## config.mk

```make
export PLATFORM = sky130hd
export DESIGN_NAME = barrett_reduce_1997
export DESIGN_NICKNAME = d
export VERILOG_FILES = /design/src/rtl/barrett_reduce_1997.sv
export SDC_FILE = /design/constraint.sdc
export NUM_CORES = 1
export LEC_CHECK = 0
export CORE_UTILIZATION = 40
export CTS_CLUSTER_SIZE = 40
export DETAILED_ROUTE_END_ITERATION = 7
export HOLD_SLACK_MARGIN = 0.03
export SLEW_MARGIN = 20
export SYNTH_ARGS = -nofsm -noshare
export SYNTH_HDL_FRONTEND = slang
export SYNTH_SLANG_ARGS = --single-unit
```

## constraint.sdc

```tcl
create_clock -name clk -period 16.73 [get_ports clk]
set_input_delay 3.346 -clock clk [delete_from_list [all_inputs] [get_ports clk]]
set_output_delay 3.346 -clock clk [all_outputs]
set_load 0.1 [all_outputs]
```

## src/rtl/barrett_reduce_1997.sv

```systemverilog
// rtl/barrett_reduce_1997.sv - two-stage pipelined Barrett reducer, din_a mod Q
//
// Computes the canonical residue of an unsigned operand modulo a fixed prime
// Q (default 1997) using Barrett reduction with a precomputed reciprocal M.
// One operand per clock, two register stages, no backpressure.
//
// Ports:
//   clk       in   sole clock, rising edge
//   rst       in   synchronous reset, active-high
//   in_valid  in   din_a carries an operand this cycle
//   din_a     in   operand x, unsigned, DIN_W bits, x < 2^(2K)
//   out_valid out  dout_r carries a result this cycle
//   dout_r    out  x mod Q, range 0..Q-1; holds its value while out_valid = 0

module barrett_reduce_1997 #(
    parameter int Q      = 1997,
    parameter int DIN_W  = 21,
    parameter int DOUT_W = 11
) (
    input  logic              clk,
    input  logic              rst,
    input  logic              in_valid,
    input  logic [DIN_W-1:0]  din_a,
    output logic              out_valid,
    output logic [DOUT_W-1:0] dout_r
);

    localparam int K = DOUT_W;
    // Reciprocal scaled by 2^(2K); an elaboration-time constant, not hardware.
    localparam int M = (2 ** (2 * K)) / Q;
    // Full product width x * M.
    localparam int PW = DIN_W + 12;
    // Width of the quotient estimate t = (x * M) >> 2K.
    localparam int TW = PW - 2 * K;
    // Remainder working width: r < 3Q fits in K+2 bits.
    localparam int RW = K + 2;

    localparam logic [RW-1:0] Q_RW = RW'(Q);

    // ---------------- Stage 1: quotient estimate ----------------
    logic [TW-1:0] t_next;
    logic [TW-1:0] t_s1;
    // Only the low RW bits of x matter: the true remainder x - t*Q is below
    // 2^RW, so the subtraction can be carried out modulo 2^RW.
    logic [RW-1:0] x_s1;
    logic          v_s1;

    assign t_next = TW'((PW'(din_a) * PW'(M)) >> (2 * K));

    always_ff @(posedge clk) begin
        if (rst) begin
            v_s1 <= 1'b0;
            x_s1 <= '0;
            t_s1 <= '0;
        end else begin
            v_s1 <= in_valid;
            if (in_valid) begin
                x_s1 <= RW'(din_a);
                t_s1 <= t_next;
            end
        end
    end

    // ---------------- Stage 2: remainder and correction ----------------
    logic [RW-1:0] tq;
    logic [RW-1:0] r0;
    logic [RW-1:0] r1;
    logic [RW-1:0] r2;
    logic          sub1;
    logic          sub2;

    // Truncating multiply: only the low RW bits of t*Q are needed.
    assign tq   = RW'(t_s1) * Q_RW;
    assign r0   = x_s1 - tq;
    assign sub1 = (r0 >= Q_RW);
    assign r1   = sub1 ? (r0 - Q_RW) : r0;
    assign sub2 = (r1 >= Q_RW);
    assign r2   = sub2 ? (r1 - Q_RW) : r1;

    always_ff @(posedge clk) begin
        if (rst) begin
            out_valid <= 1'b0;
            dout_r    <= '0;
        end else begin
            out_valid <= v_s1;
            if (v_s1) begin
                dout_r <= DOUT_W'(r2);
            end
        end
    end

endmodule

```

==> out/results.ini <==
[cells_and_area]
fillCellCount=1731
final_common_cell=inv_1
drive_gt1_frac=0.04167
instances_no_fill=1065
fin_util=0.4515
area_delta_synth_final_pct=10.05
fin_nets=1074
diodes=0
final_cell_mix=178 x inv_1, 148 x ha_1, 63 x fa_1

[routing]
vias_per_cell=5.111
drc=0
vias=5443
drtIter0Drc=201
firstDrtPassIters=4
ant_nets=0
drt_wl_total_um=15400
wl_per_cell_um=14.46

[floorplan]
die_w_um=135.2
die_area_um2=18280
fp.dieH_um=135.2
io_pins=36
start_util=0.4102
rows=48
core-area_um2=17300

[setup_path]
path_max_fanout=5
cp.arrival_ns=8.49
required_ns=16.88
crit_path_frequent_cell=ha_1
crit_path_end_kind=register
cp_num_buf_inv=3
critPathTopFamily=adder cells
cpPeakStageDelay_ns=0.62
worstSetupPathType=input pin to register
cp_slowest_cell=clkdlybuf4s50_1
start_kind=input pin
path_cells=clkdlybuf4s50_1 -> ha_1 -> ha_1 -> ha_1 -> inv_1 -> fa_1 -> inv_1 -> fa_1 -> ha_1 -> or3_1 -> a221oi_1 -> o21ai_0 -> a221oi_1 -> o21ai_0 -> o211ai_1 -> a21oi_1 -> xor2_1 -> mux2i_1 -> nor2_1

[synthesis]
syn_nets=1044
yosysTopAreaCellShare=0.2610
yosysWarnings=0
synth-seq-cells=37
synth-main-ff-cell=dfxtp_1
synth.area.top_cells=ha_1 26%, fa_1 18%, dfxtp_1 10%, inv_1 9.4%, xnor2_1 3.5%
synth_cells=809
ys_async_sr_fraction=0
ys_seq_area_frac=0.1044
ys_types=81
synth-edff-count=0
avgSynthCellArea_um2=8.771
syn-cell-area_um2=7096
yosys.area.top_type=ha_1

[run]
drv_cap=0

[timing]
setup-tns-final_ns=0
fin_crit_sh=0.4984
slew_headroom=0.3552
drv_slew=0
hold_violations=0
worstMarginPinSlew_ns=0.9642
setup_viol=0
rsz0062_at_grt=false
layout_min_cycle_time_ns=8.338
fin_skew_ns=0.007624
hold_ws_ns=0.4671
max_freq_mhz=119.9

[place]
portBuffers=35
dp_hpwl_um=13350
gp_congestion=0.8596
dpl.cell_count=1057

[cts]
clockBufferDepth=2
cts_inserted_buffers=5
post_cts_buffers=0
holdBufCountCts=0
clk_pin_slew_ns=0.06
htree_levels=2
ctsResizeCount=0
cts_tree=done
cts_sinks=37
root_buffer=clkbuf_16
clk_latency_ns=0.27

[status]
status=complete, no violations

[global_route]
track_usage=0.1825
grt_overflow_total=0
grt_first_pass_wirelength_um=26790
grt_max_degree=32
grt_pass1_vias=5571
antenna_found_initial=0

[hold_path]
holdCritPathClass=register to register

-- sequential cells by signal, indices dropped and copies added (netlist names) --
name       count
t_s1          11
x_s1          13
v_s1           1
out_valid      1
dout_r        11
-- cell type report --
cell class / instances / area (µm²) / share of cell area
multi-input cells: 579 / 5577 / 0.7141
flip-flops and latches: 37 / 740.7 / 0.09486
inverters: 179 / 671.9 / 0.08604
repair buffers: 37 / 365.4 / 0.04679
well taps: 225 / 281.5 / 0.03605
clock buffers: 7 / 142.6 / 0.01827
clock inverters: 1 / 30.03 / 0.003846
-- cell usage after synthesis, types with 4 or more instances --
cell type  count
clkbuf_1       4
xnor2_1       28
nand3_1       15
nor3_1        10
nor2b_1        7
a311o_1        4
a21oi_1       24
nand4_1        7
and3_1         5
nand3b_1       8
o21a_1         5
nor2_1        56
xor2_1         9
a31oi_1        6
ha_1         148
a211oi_1       6
or3_1          5
dfxtp_1       37
inv_1        178
mux2i_1       22
o31ai_1        6
fa_1          63
nand2_1       32
a21o_1         8
buf_6          6
nor3b_1        5
o21ai_0       20
-- logic make-up after synthesis --
logic type	synth area share
AO/OA/AOI/OAI	0.1409
XOR/XNOR	0.04567
AND/OR/NAND/NOR	0.1296
buffers and inverters	0.1097
multiplexers	0.03103
flip-flops	0.1044
adder cells (fa/ha/maj)	0.4387
-- layer usage --
layer / vias to the layer above / global-route usage / wire length [µm]
met4: 0 / 0.04869 / 214
met1: 2580 / 0.2428 / 7485
met2: 58 / 0.3165 / 7450
met3: 14 / 0.01459 / 244
met5: - / 0 / 0
li1: 2791 / - / -
-- path summary, 6_finish.rpt --
kind,slack [ns],cells after the start,to,startpoint
worst max-delay path,8.39,19,t_s1[7]$_SDFFE_PP0P_,din_a[10]
worst min-delay path,0.47,1,dout_r[8]$_SDFFE_PP0P_,dout_r[8]$_SDFFE_PP0P_
worst max register to register,9.05,22,dout_r[3]$_SDFFE_PP0P_,t_s1[0]$_SDFFE_PP0P_
worst min register to register,0.47,1,dout_r[8]$_SDFFE_PP0P_,dout_r[8]$_SDFFE_PP0P_
-- metrics by stage --
step	instance area (µm²)	worst slack (ns)
after CTS	7809	8.358
after global routing	7809	7.978
after floorplan	7096	9.209
final	7809	8.392
after global placement	7636	8.226
after detailed placement	7636	8.071
Power is not shown: default switching activity piles up to over one toggle a cycle in this logic, so the estimate is an artifact.
